`src/rtl/add_rs_if.sv`:
```
`default_nettype none
// ============================================================================
// add_rs_if : issue / CDB / dispatch bundle for the add/sub reservation station
// Rev 1.0
// ============================================================================
interface add_rs_if;
    logic        issue_valid;
    logic        issue_isadd;
    logic [31:0] issue_vj;
    logic [31:0] issue_vk;
    logic [3:0]  issue_qj;
    logic [3:0]  issue_qk;
    logic        issue_ready;
    logic [3:0]  issue_tag;
    logic        cdb_valid;
    logic [3:0]  cdb_tag;
    logic [31:0] cdb_data;
    logic        exe_start;
    logic [31:0] exe_srca;
    logic [31:0] exe_srcb;
    logic        exe_isadd;
    logic [3:0]  exe_tag;

    modport master (
        output issue_valid, issue_isadd, issue_vj, issue_vk, issue_qj, issue_qk,
        output cdb_valid, cdb_tag, cdb_data,
        input  issue_ready, issue_tag,
        input  exe_start, exe_srca, exe_srcb, exe_isadd, exe_tag
    );

    modport slave (
        input  issue_valid, issue_isadd, issue_vj, issue_vk, issue_qj, issue_qk,
        input  cdb_valid, cdb_tag, cdb_data,
        output issue_ready, issue_tag,
        output exe_start, exe_srca, exe_srcb, exe_isadd, exe_tag
    );
endinterface
`default_nettype wire

```
`src/rtl/add_rs.sv`:
```
`default_nettype none
// ============================================================================
// add_rs : Tomasulo add/sub reservation station feeding a single adder
// Rev 1.0
// ============================================================================
module add_rs #(
    parameter int NUM_ENTRIES = 3,
    parameter int TAG_BASE    = 1
) (
    input  wire logic  clk,
    input  wire logic  reset,
    add_rs_if.slave    rs_if
);
    typedef enum logic [1:0] {
        ST_FREE  = 2'd0,
        ST_WAIT  = 2'd1,
        ST_READY = 2'd2,
        ST_EXEC  = 2'd3
    } state_t;

    state_t      state_q [NUM_ENTRIES];
    state_t      state_d [NUM_ENTRIES];
    logic        isadd_q [NUM_ENTRIES];
    logic        isadd_d [NUM_ENTRIES];
    logic [31:0] vj_q    [NUM_ENTRIES];
    logic [31:0] vj_d    [NUM_ENTRIES];
    logic [31:0] vk_q    [NUM_ENTRIES];
    logic [31:0] vk_d    [NUM_ENTRIES];
    logic [3:0]  qj_q    [NUM_ENTRIES];
    logic [3:0]  qj_d    [NUM_ENTRIES];
    logic [3:0]  qk_q    [NUM_ENTRIES];
    logic [3:0]  qk_d    [NUM_ENTRIES];

    logic        unit_busy_q, unit_busy_d;
    logic        exe_start_q, exe_start_d;
    logic [31:0] exe_srca_q,  exe_srca_d;
    logic [31:0] exe_srcb_q,  exe_srcb_d;
    logic        exe_isadd_q, exe_isadd_d;
    logic [3:0]  exe_tag_q,   exe_tag_d;

    logic        free_found, ready_found;
    int          free_idx,   ready_idx;
    logic        sel_isadd;
    logic [31:0] sel_vj, sel_vk;
    logic [3:0]  sel_tag;
    logic        cdb_hit, issue_accept, dispatch;

    // Tag 0 means "no producer", so a broadcast on tag 0 can never wake anything.
    assign cdb_hit      = rs_if.cdb_valid && (rs_if.cdb_tag != 4'd0);
    assign issue_accept = rs_if.issue_valid && free_found;
    assign dispatch     = !unit_busy_q && ready_found;

    // Downward scan leaves the lowest-index match in place.
    always_comb begin
        free_found  = 1'b0;
        free_idx    = 0;
        ready_found = 1'b0;
        ready_idx   = 0;
        sel_isadd   = 1'b0;
        sel_vj      = 32'd0;
        sel_vk      = 32'd0;
        sel_tag     = 4'd0;
        for (int i = NUM_ENTRIES - 1; i >= 0; i--) begin
            if (state_q[i] == ST_FREE) begin
                free_found = 1'b1;
                free_idx   = i;
            end
            if (state_q[i] == ST_READY) begin
                ready_found = 1'b1;
                ready_idx   = i;
                sel_isadd   = isadd_q[i];
                sel_vj      = vj_q[i];
                sel_vk      = vk_q[i];
                sel_tag     = 4'(TAG_BASE + i);
            end
        end
    end

    assign rs_if.issue_ready = free_found;
    assign rs_if.issue_tag   = free_found ? 4'(TAG_BASE + free_idx) : 4'd0;

    always_comb begin
        state_d = state_q;
        isadd_d = isadd_q;
        vj_d    = vj_q;
        vk_d    = vk_q;
        qj_d    = qj_q;
        qk_d    = qk_q;
        for (int i = 0; i < NUM_ENTRIES; i++) begin
            case (state_q[i])
                ST_FREE: begin
                    if (issue_accept && (free_idx == i)) begin
                        isadd_d[i] = rs_if.issue_isadd;
                        vj_d[i]    = rs_if.issue_vj;
                        qj_d[i]    = rs_if.issue_qj;
                        vk_d[i]    = rs_if.issue_vk;
                        qk_d[i]    = rs_if.issue_qk;
                        // Same-cycle bypass from a broadcast of the awaited producer.
                        if (cdb_hit && (rs_if.issue_qj == rs_if.cdb_tag)) begin
                            vj_d[i] = rs_if.cdb_data;
                            qj_d[i] = 4'd0;
                        end
                        if (cdb_hit && (rs_if.issue_qk == rs_if.cdb_tag)) begin
                            vk_d[i] = rs_if.cdb_data;
                            qk_d[i] = 4'd0;
                        end
                        state_d[i] = ((qj_d[i] == 4'd0) && (qk_d[i] == 4'd0)) ? ST_READY : ST_WAIT;
                    end
                end
                ST_WAIT: begin
                    if (cdb_hit && (qj_q[i] == rs_if.cdb_tag)) begin
                        vj_d[i] = rs_if.cdb_data;
                        qj_d[i] = 4'd0;
                    end
                    if (cdb_hit && (qk_q[i] == rs_if.cdb_tag)) begin
                        vk_d[i] = rs_if.cdb_data;
                        qk_d[i] = 4'd0;
                    end
                    if ((qj_d[i] == 4'd0) && (qk_d[i] == 4'd0)) begin
                        state_d[i] = ST_READY;
                    end
                end
                ST_READY: begin
                    if (dispatch && (ready_idx == i)) begin
                        state_d[i] = ST_EXEC;
                    end
                end
                ST_EXEC: begin
                    if (cdb_hit && (rs_if.cdb_tag == 4'(TAG_BASE + i))) begin
                        state_d[i] = ST_FREE;
                    end
                end
                default: state_d[i] = ST_FREE;
            endcase
        end
    end

    // Dispatch is gated by the registered busy flag, so a completion and the
    // next dispatch can never share an edge.
    always_comb begin
        unit_busy_d = unit_busy_q;
        exe_start_d = dispatch;
        exe_srca_d  = exe_srca_q;
        exe_srcb_d  = exe_srcb_q;
        exe_isadd_d = exe_isadd_q;
        exe_tag_d   = exe_tag_q;
        if (dispatch) begin
            unit_busy_d = 1'b1;
            exe_srca_d  = sel_vj;
            exe_srcb_d  = sel_vk;
            exe_isadd_d = sel_isadd;
            exe_tag_d   = sel_tag;
        end else if (unit_busy_q && cdb_hit && (rs_if.cdb_tag == exe_tag_q)) begin
            unit_busy_d = 1'b0;
        end
    end

    always_ff @(posedge clk or negedge reset) begin
        if (!reset) begin
            for (int i = 0; i < NUM_ENTRIES; i++) begin
                state_q[i] <= ST_FREE;
                isadd_q[i] <= 1'b0;
                vj_q[i]    <= 32'd0;
                vk_q[i]    <= 32'd0;
                qj_q[i]    <= 4'd0;
                qk_q[i]    <= 4'd0;
            end
            unit_busy_q <= 1'b0;
            exe_start_q <= 1'b0;
            exe_srca_q  <= 32'd0;
            exe_srcb_q  <= 32'd0;
            exe_isadd_q <= 1'b0;
            exe_tag_q   <= 4'd0;
        end else begin
            state_q     <= state_d;
            isadd_q     <= isadd_d;
            vj_q        <= vj_d;
            vk_q        <= vk_d;
            qj_q        <= qj_d;
            qk_q        <= qk_d;
            unit_busy_q <= unit_busy_d;
            exe_start_q <= exe_start_d;
            exe_srca_q  <= exe_srca_d;
            exe_srcb_q  <= exe_srcb_d;
            exe_isadd_q <= exe_isadd_d;
            exe_tag_q   <= exe_tag_d;
        end
    end

    assign rs_if.exe_start = exe_start_q;
    assign rs_if.exe_srca  = exe_srca_q;
    assign rs_if.exe_srcb  = exe_srcb_q;
    assign rs_if.exe_isadd = exe_isadd_q;
    assign rs_if.exe_tag   = exe_tag_q;
endmodule
`default_nettype wire

```
`src/flat_wrapper.sv`:
```
// flat-port wrapper written by rule: the top's interface ports become plain ports
module add_rs_flat 
#(
    parameter int NUM_ENTRIES = 3,
    parameter int TAG_BASE    = 1
)
  (clk, reset, rs_if_issue_valid, rs_if_issue_isadd, rs_if_issue_vj, rs_if_issue_vk, rs_if_issue_qj, rs_if_issue_qk, rs_if_cdb_valid, rs_if_cdb_tag, rs_if_cdb_data, rs_if_issue_ready, rs_if_issue_tag, rs_if_exe_start, rs_if_exe_srca, rs_if_exe_srcb, rs_if_exe_isadd, rs_if_exe_tag);
  add_rs_if rs_if_i ();
  input  wire logic clk;
  input  wire logic reset;
  input wire logic [$bits(rs_if_i.issue_valid)-1:0] rs_if_issue_valid;
  input wire logic [$bits(rs_if_i.issue_isadd)-1:0] rs_if_issue_isadd;
  input wire logic [$bits(rs_if_i.issue_vj)-1:0] rs_if_issue_vj;
  input wire logic [$bits(rs_if_i.issue_vk)-1:0] rs_if_issue_vk;
  input wire logic [$bits(rs_if_i.issue_qj)-1:0] rs_if_issue_qj;
  input wire logic [$bits(rs_if_i.issue_qk)-1:0] rs_if_issue_qk;
  input wire logic [$bits(rs_if_i.cdb_valid)-1:0] rs_if_cdb_valid;
  input wire logic [$bits(rs_if_i.cdb_tag)-1:0] rs_if_cdb_tag;
  input wire logic [$bits(rs_if_i.cdb_data)-1:0] rs_if_cdb_data;
  output wire logic [$bits(rs_if_i.issue_ready)-1:0] rs_if_issue_ready;
  output wire logic [$bits(rs_if_i.issue_tag)-1:0] rs_if_issue_tag;
  output wire logic [$bits(rs_if_i.exe_start)-1:0] rs_if_exe_start;
  output wire logic [$bits(rs_if_i.exe_srca)-1:0] rs_if_exe_srca;
  output wire logic [$bits(rs_if_i.exe_srcb)-1:0] rs_if_exe_srcb;
  output wire logic [$bits(rs_if_i.exe_isadd)-1:0] rs_if_exe_isadd;
  output wire logic [$bits(rs_if_i.exe_tag)-1:0] rs_if_exe_tag;
  assign rs_if_i.issue_valid = rs_if_issue_valid;
  assign rs_if_i.issue_isadd = rs_if_issue_isadd;
  assign rs_if_i.issue_vj = rs_if_issue_vj;
  assign rs_if_i.issue_vk = rs_if_issue_vk;
  assign rs_if_i.issue_qj = rs_if_issue_qj;
  assign rs_if_i.issue_qk = rs_if_issue_qk;
  assign rs_if_i.cdb_valid = rs_if_cdb_valid;
  assign rs_if_i.cdb_tag = rs_if_cdb_tag;
  assign rs_if_i.cdb_data = rs_if_cdb_data;
  assign rs_if_issue_ready = rs_if_i.issue_ready;
  assign rs_if_issue_tag = rs_if_i.issue_tag;
  assign rs_if_exe_start = rs_if_i.exe_start;
  assign rs_if_exe_srca = rs_if_i.exe_srca;
  assign rs_if_exe_srcb = rs_if_i.exe_srcb;
  assign rs_if_exe_isadd = rs_if_i.exe_isadd;
  assign rs_if_exe_tag = rs_if_i.exe_tag;
  add_rs #(.NUM_ENTRIES(NUM_ENTRIES), .TAG_BASE(TAG_BASE)) u_core (.clk(clk), .reset(reset), .rs_if(rs_if_i));
endmodule
```
`config.mk`:
```
export PLATFORM = sky130hd
export DESIGN_NAME = add_rs_flat
export DESIGN_NICKNAME = d
export VERILOG_FILES = /design/src/rtl/add_rs_if.sv /design/src/rtl/add_rs.sv /design/src/flat_wrapper.sv
export SDC_FILE = /design/constraint.sdc
export NUM_CORES = 1
export LEC_CHECK = 0
export ABC_AREA = 0
export BUFFER_PORTS_ARGS = -buffer_cell sky130_fd_sc_hd__buf_2
export CORE_ASPECT_RATIO = 2
export CORE_MARGIN = 1.5
export CORE_UTILIZATION = 45
export DETAILED_ROUTE_END_ITERATION = 12
export MAX_ROUTING_LAYER = met4
export PLACE_DENSITY = 0.79
export SYNTH_ARGS = -nofsm -noshare
export SYNTH_HDL_FRONTEND = slang
export SYNTH_SLANG_ARGS = --single-unit
```
`constraint.sdc`:
```
create_clock -name clk -period 2.4 [get_ports clk]
set_clock_uncertainty 0.05 [all_clocks]
set_input_delay 0.36 -clock clk [delete_from_list [all_inputs] [get_ports clk]]
set_output_delay 0.36 -clock clk [all_outputs]
set_load 0.005 [all_outputs]
```
==> run metrics, run 1 <==
Setup Viol. Count Final 1; die width 133 um; Cell Pwr Density 1470 nW/um^2; pre-CTS setup slack -0.196 ns; Num CTS Buffers 26; Hold Path Class in2reg; final hold vios 0; max-slew violations 0; Reg2Reg Setup Slack -0.02 ns; Leakage 0.00823 uW; largest net degree at the start of global routing 80; Vias per Instance 5.92; Post-route DRC 0; CP startpoint kind flip-flop; synth cell count leaders mux2_2 (390), dfrtp_1 (294), nand2_1 (83); top cells by area, synth dfrtp_1 (48%), mux2_2 (29%), o21ai_0 (2.6%); Crit path required time 2.78 ns; die area 35200 sq um; vias in the first global route 12800; core footprint 33500 sq um; VDD IR max 0.000752 V; failing checks negative setup slack; Slew @ Worst Pin 0.638 ns; RSZ-0062 raised after global routing yes; Bufs on Longest Clock Path 3; die span in y 264 um; Tcrit/Tclk final 101%; Final #Nets 1680; sequential area share after synthesis 48.1%; asr flop ratio synth 100%; first-pass GRT wire length 72.0 mm; Crit Path Class reg2reg; initial antenna violation count 11; DR pass1 iterations 5; Routability Congestion 0.919; drt first-iter violations 922; mapped cell area 15300 sq um; status complete, but fails checks; Final min period 2.42 ns; Setup TNS -0.0221 ns; post-synth top area share 48.1%; flops & latches, synth 294; Post-synth EDFFs 0; Setup crit end kind flip-flop; mean post-synth cell area 11.8 sq um; DRT Wirelength 48.1 mm; GRT Util Overall 27.2%; antenna-violating nets left 0; Layout area overhead 23.9%; max cap viols 0; Vias 11900; CTS sink count 294; I/O Buffers 184; worst setup margin -0.0221 ns; fraction of layout cells with a size suffix above 1 49.7%; Max-slew headroom 57.5%; cell count after synthesis 1300; Main synth FF type dfrtp_1; Crit Path Max Fanout 3; WL/cell 23.9 um; count leader, synth mux2_2; GRT overflow 0; Rows 95; post-synth cell types 40; IO Count 188; CTS root buf clkbuf_16; CTS tree done; CP Data Arrival Time 2.81 ns; Initial Utilization 45.6%; Ys Warns 0; Clock Latency Late Sink 0.55 ns; Detailed Place HPWL 32.3 mm; H-tree depth 1; clock transition at the registers of the reported paths 0.07 ns; f_max 413 MHz; largest area contributor in the netlist dfrtp_1
metrics by stage:
stage	hold slack, ns	utilization, %	instance area (sq um)	total power [uW]	std cells
after floorplan	0.0144	-	15400	17200	1302
after global placement	0.330	52.8	17700	21800	1944
after detailed placement	0.335	52.8	17700	22400	1944
after CTS	0.0415	55.6	18600	26900	1993
after global routing	0.0646	56.5	19000	29100	2012
final	0.0555	56.5	19000	27800	2012
worst max-delay path, stage by stage (launching register included):
cell and delay (ns):
dfrtp_1 0.37, inv_2 0.06, ha_4 0.17, inv_4 0.07, nand2_4 0.06, nor2_4 0.16, ha_4 0.16, nand2_1 0.05
a221o_1 0.38, a311oi_1 0.27, buf_4 0.18, mux2_2 0.32
power breakdown:
| group | switching (uW) | total, uW | internal (uW) |
|---|---|---|---|
| clock network | 1860 | 4250 | 2390 |
| registers | 1520 | 8950 | 7430 |
| logic | 6900 | 14600 | 7720 |
registers in the layout (all words and copies together), names as in the netlist, 2 cells and up:
| signal | count |
|---|---|
| u_core.state_q | 6 |
| u_core.qk_q | 12 |
| u_core.qj_q | 12 |
| u_core.rs_if.exe_srcb | 32 |
| u_core.vk_q | 96 |
| u_core.rs_if.exe_srca | 32 |
| u_core.isadd_q | 3 |
| u_core.rs_if.exe_tag | 2 |
| u_core.vj_q | 96 |
layout make-up:
class / count / area [sq um]
clock inverter: 3 / 65.1
antenna: 10 / 25.0
fill: 2775 / 14600
sequential: 294 / 7360
clock buffer: 40 / 764
timing repair buffer: 310 / 2430
tap: 436 / 546
multi-input combinational: 882 / 7630
inverter: 37 / 141
cells by family (layout without fill, tap and decap cells):
| family | Yosys count | in the layout | share of synthesized area (%) |
|---|---|---|---|
| other | 1 | 13 | 0.0245 |
| AO/OA/AOI/OAI | 232 | 232 | 9.84 |
| AND/OR/NAND/NOR | 204 | 204 | 5.83 |
| multiplexers | 393 | 393 | 28.9 |
| XOR/XNOR | 34 | 34 | 1.95 |
| flip-flops | 294 | 294 | 48.1 |
| adder cells (fa/ha/maj) | 16 | 16 | 1.31 |
| buffers and inverters | 126 | 390 | 4.07 |
cell usage in the layout, fill, tap and decap left out, types with 4 or more instances in the layout:
cell / n
nor2_1: 73
ha_4: 6
nand4_1: 5
a22oi_1: 35
dfrtp_1: 294
mux2_2: 387
clkbuf_1: 9
xor2_1: 32
a221oi_1: 30
inv_2: 7
ha_1: 9
clkbuf_16: 32
o21ai_0: 78
nor3_1: 4
nand2_1: 81
buf_4: 79
buf_12: 33
buf_2: 183
inv_1: 29
nand3_1: 17
a21oi_1: 42
clkbuf_8: 4
nor4_1: 7
a21oi_4: 12
o2bb2ai_1: 15
o41ai_1: 6
buf_6: 7
diode_2: 10
path summary, 6_finish.rpt:
kind	to	cells past startpoint	startpoint
hold reg to reg	u_core.rs_if.exe_srca[9]$_DFFE_PN0P_	2	u_core.vj_q[9]$_DFFE_PN0P_
min in group asynchronous	u_core.vk_q[88]$_DFFE_PN0P_	2	reset
setup reg to reg	u_core.state_q[1]$_DFFE_PN0P_	11	u_core.state_q[3]$_DFFE_PN0P_
setup / recovery	u_core.state_q[1]$_DFFE_PN0P_	11	u_core.state_q[3]$_DFFE_PN0P_
max in group asynchronous	u_core.vk_q[89]$_DFFE_PN0P_	3	reset
hold / removal	u_core.isadd_q[2]$_DFFE_PN0P_	2	rs_if_issue_isadd
per-layer routing:
layer  track usage (%)  vias to the layer above  part of all wire, %
met3              3.32                      157                  4.9
li1                  -                     5197                    -
met5                 -                        -                    0
met4              17.9                        0                  6.2
met2              47.3                      514                   53
met1              28.8                     6044                   36
timing repair:
item,in CTS,in global routing
hold buffers,1,0
endpoints found under the setup margin,193,168
hold endpoints to repair,67,0
gates resized for setup,13,27
gates cloned,1,6
pin swaps,2,6
buffers inserted,4,4
Note: power is estimated with default switching activity, not from simulation.
==> run 2: changes to the inputs <==
--- a/config.mk
+++ b/config.mk
@@ -9,10 +9,10 @@
 export BUFFER_PORTS_ARGS = -buffer_cell sky130_fd_sc_hd__buf_2
 export CORE_ASPECT_RATIO = 2
 export CORE_MARGIN = 1.5
-export CORE_UTILIZATION = 45
+export CORE_UTILIZATION = 53
 export DETAILED_ROUTE_END_ITERATION = 12
 export MAX_ROUTING_LAYER = met4
-export PLACE_DENSITY = 0.79
+export PLACE_DENSITY = 0.89
 export SYNTH_ARGS = -nofsm -noshare
 export SYNTH_HDL_FRONTEND = slang
 export SYNTH_SLANG_ARGS = --single-unit
==> run 2 against run 1 <==
Net effect: the run still ends with negative setup slack left; hold slack worse by 0.018 ns; utilization increased by 11 points; die area down 15%; via count grew 8.1%; largest cell class unchanged; largest power group unchanged.
==> run metrics, run 2 (same netlist as run 1, synthesis figures left out) <==
Final min period 2.53 ns (+0.111 ns); RSZ-0062 raised after global routing yes; antenna-violating nets left 0 (unchanged); top flop regs u_core.vj_q: 96 flops, u_core.vk_q: 96 flops; I/O Buffers 184 (unchanged); die span in y 243 um (-7.8%); Slew @ Worst Pin 0.738 ns (+0.101 ns); clock transition at the registers of the reported paths 0.07 ns (about the same); most frequent cells in the layout mux2_2 (389), dfrtp_1 (294), buf_2 (183), buf_4 (82), nand2_1 (81); Num CTS Buffers 26 (unchanged); filler cell count in the final layout 1861 (-33%); Clock Latency Late Sink 0.58 ns (+0.03 ns); Crit Path Max Fanout 24 (+21); M1 WL 17.8 mm (+2.6%); Final #Nets 1689 (+0.54%); Worst Setup SP u_core.state_q[4]$_DFFE_PN0P_; Crit Path Class reg2reg; Vias 12900 (+8.1%); R2R Path End u_core.rs_if.exe_srcb[24]$_DFFE_PN0P_; max cap viols 0 (unchanged); GRT overflow 0 (unchanged); CTS sink count 294 (unchanged); CP startpoint kind flip-flop; CTS tree done; DRT Wirelength 53.8 mm (+12%); placed inst area 17500 sq um (-0.86%); first-pass GRT wire length 74.5 mm (+3.5%); hold depth 2 (unchanged); Tcrit/Tclk final 106% (+4.6 points); Detailed Place HPWL 31.5 mm (-2.6%); routed wl met2 26.7 mm (+4.9%); Placed Cells 1862 (-4.2%); status complete, but fails checks; fraction of layout cells with a size suffix above 1 50.7% (+0.98 points); Reg2Reg Setup Slack -0.13 ns (-0.11 ns); Max Used Layer met4; VDD IR max 0.000873 V (+16%); hold endpoint u_core.qk_q[10]$_DFFE_PN0P_; IO Count 188 (unchanged); Layout area overhead 25.3%; failing checks negative setup slack; WL/cell 27.7 um (+16%); drt first-iter violations 1148 (+25%); Setup Viol. Count Final 7 (+6); Cell Pwr Density 1550 nW/um^2 (+5.3%); core footprint 28300 sq um (-16%); Routability Congestion 0.942 (+2.5%); Vias per Instance 6.63 (+12%); HP Start rs_if_issue_qk[2]; CTS root buf clkbuf_16; Crit path required time 2.77 ns (about the same); max-slew violations 0 (unchanged); launch instance of the worst register-to-register path u_core.state_q[4]$_DFFE_PN0P_; Hold Path Class in2reg; die area 30000 sq um (-15%); worst setup margin -0.133 ns (-0.111 ns); H-tree depth 1 (unchanged); FF-to-FF path depth 10 (-1); f_max 395 MHz (-4.4%); Bufs on Longest Clock Path 3 (unchanged); Max-slew headroom 50.1% (-7.3 points); initial antenna violation count 8 (-3); post-route cell area 19200 sq um (+1.2%); Leakage 0.00837 uW (+1.8%); GRT Util Overall 33.9% (+6.7 points); vias in the first global route 13200 (+3.1%); Setup crit end kind flip-flop; Power Total 29600 uW (+6.5%); Rows 87 (-8.4%); Initial Utilization 54.1% (+8.4 points); fin cells 1944 (-3.4%); met3 WL 4.20 mm (+76%); Post-route DRC 0 (unchanged); die width 123 um (-7.7%); CP Data Arrival Time 2.90 ns (+0.09 ns); DR pass1 iterations 6 (+1); commonest non-fill, non-tap cell in the layout mux2_2; final hold vios 0 (unchanged); largest net degree at the start of global routing 80 (unchanged)
-- run 2: changes by cell type in the layout (fill, tap and decap cells not counted), moves of 2 or more --
cell | previous run | this run
clkbuf_1 | 9 | 2
bufinv_16 | 2 | 6
clkinv_2 | 1 | 5
buf_12 | 33 | 36
buf_4 | 79 | 82
clkinvlp_4 | 0 | 3
buf_6 | 7 | 5
ha_1 | 9 | 7
mux2_2 | 387 | 389
mux2_4 | 3 | 1
nor2b_4 | 2 | 4
-- run 2: per-stage QoR --
stage	setup TNS [ns]	hold WS [ns]	setup WS, ns	utilization [%]
after floorplan	-0.540	0.0144	-0.0111	-
after global placement	-17.56	0.339	-0.146	62.0
after detailed placement	-24.07	0.341	-0.240	62.0
after CTS	0	0.0312	0.00519	66.0
after global routing	-3.72	0.0404	-0.111	67.7
final	-0.205	0.0373	-0.133	67.7
-- run 2: how the worst max path moves through the flow --
stage	end
after floorplan	u_core.vj_q[64]$_DFFE_PN0P_
after global placement	u_core.vk_q[3]$_DFFE_PN0P_
after detailed placement	u_core.vj_q[67]$_DFFE_PN0P_
after CTS	rs_if_issue_tag[2]
after global routing	u_core.rs_if.exe_srcb[24]$_DFFE_PN0P_
final	u_core.rs_if.exe_srcb[24]$_DFFE_PN0P_
-- run 2: repair_timing --
action / 4_1_cts / 5_1_grt
setup endpoints to repair: 215 / 218
gates cloned: 4 / 9
pin swaps: 4 / 6
buffers inserted: 5 / 8
gates resized for setup: 18 / 29
endpoints found under the hold margin: 72 / 0
hold buffers: 1 / 0
-- run 2: final cells by class --
class | count | area [sq um] | share of cell area, %
antenna | 9 | 22.5 | 0.117
clock buffer | 32 | 713 | 3.72
clock inverter | 15 | 244 | 1.27
inverter | 37 | 139 | 0.724
multi-input combinational | 884 | 7680 | 40.1
sequential | 294 | 7360 | 38.4
tap | 356 | 445 | 2.32
timing repair buffer | 317 | 2570 | 13.4
-- run 2: routing by layer --
layer | vias up | global-route usage, %
li1 | 5221 | -
met1 | 6383 | 36.2
met2 | 936 | 55.1
met3 | 341 | 5.83
met4 | 0 | 25.5
met5 | - | -
-- run 2: power breakdown --
part | leakage, uW | switching (uW) | internal (uW)
Sequential | 0.00356 | 1650 | 7430
Combinational | 0.00435 | 7740 | 8070
Clock | 0.000463 | 1990 | 2770
Total | 0.00837 | 11400 | 18300
-- run 2: critical path, cell delays in order (launching register included) --
cell	delay [ns]
dfrtp_1	0.38
inv_1	0.13
buf_4	0.15
ha_4	0.16
buf_4	0.26
nor3_1	0.09
or2_4	0.27
inv_1	0.11
buf_6	0.27
nor2_1	0.09
o21ai_0	0.39
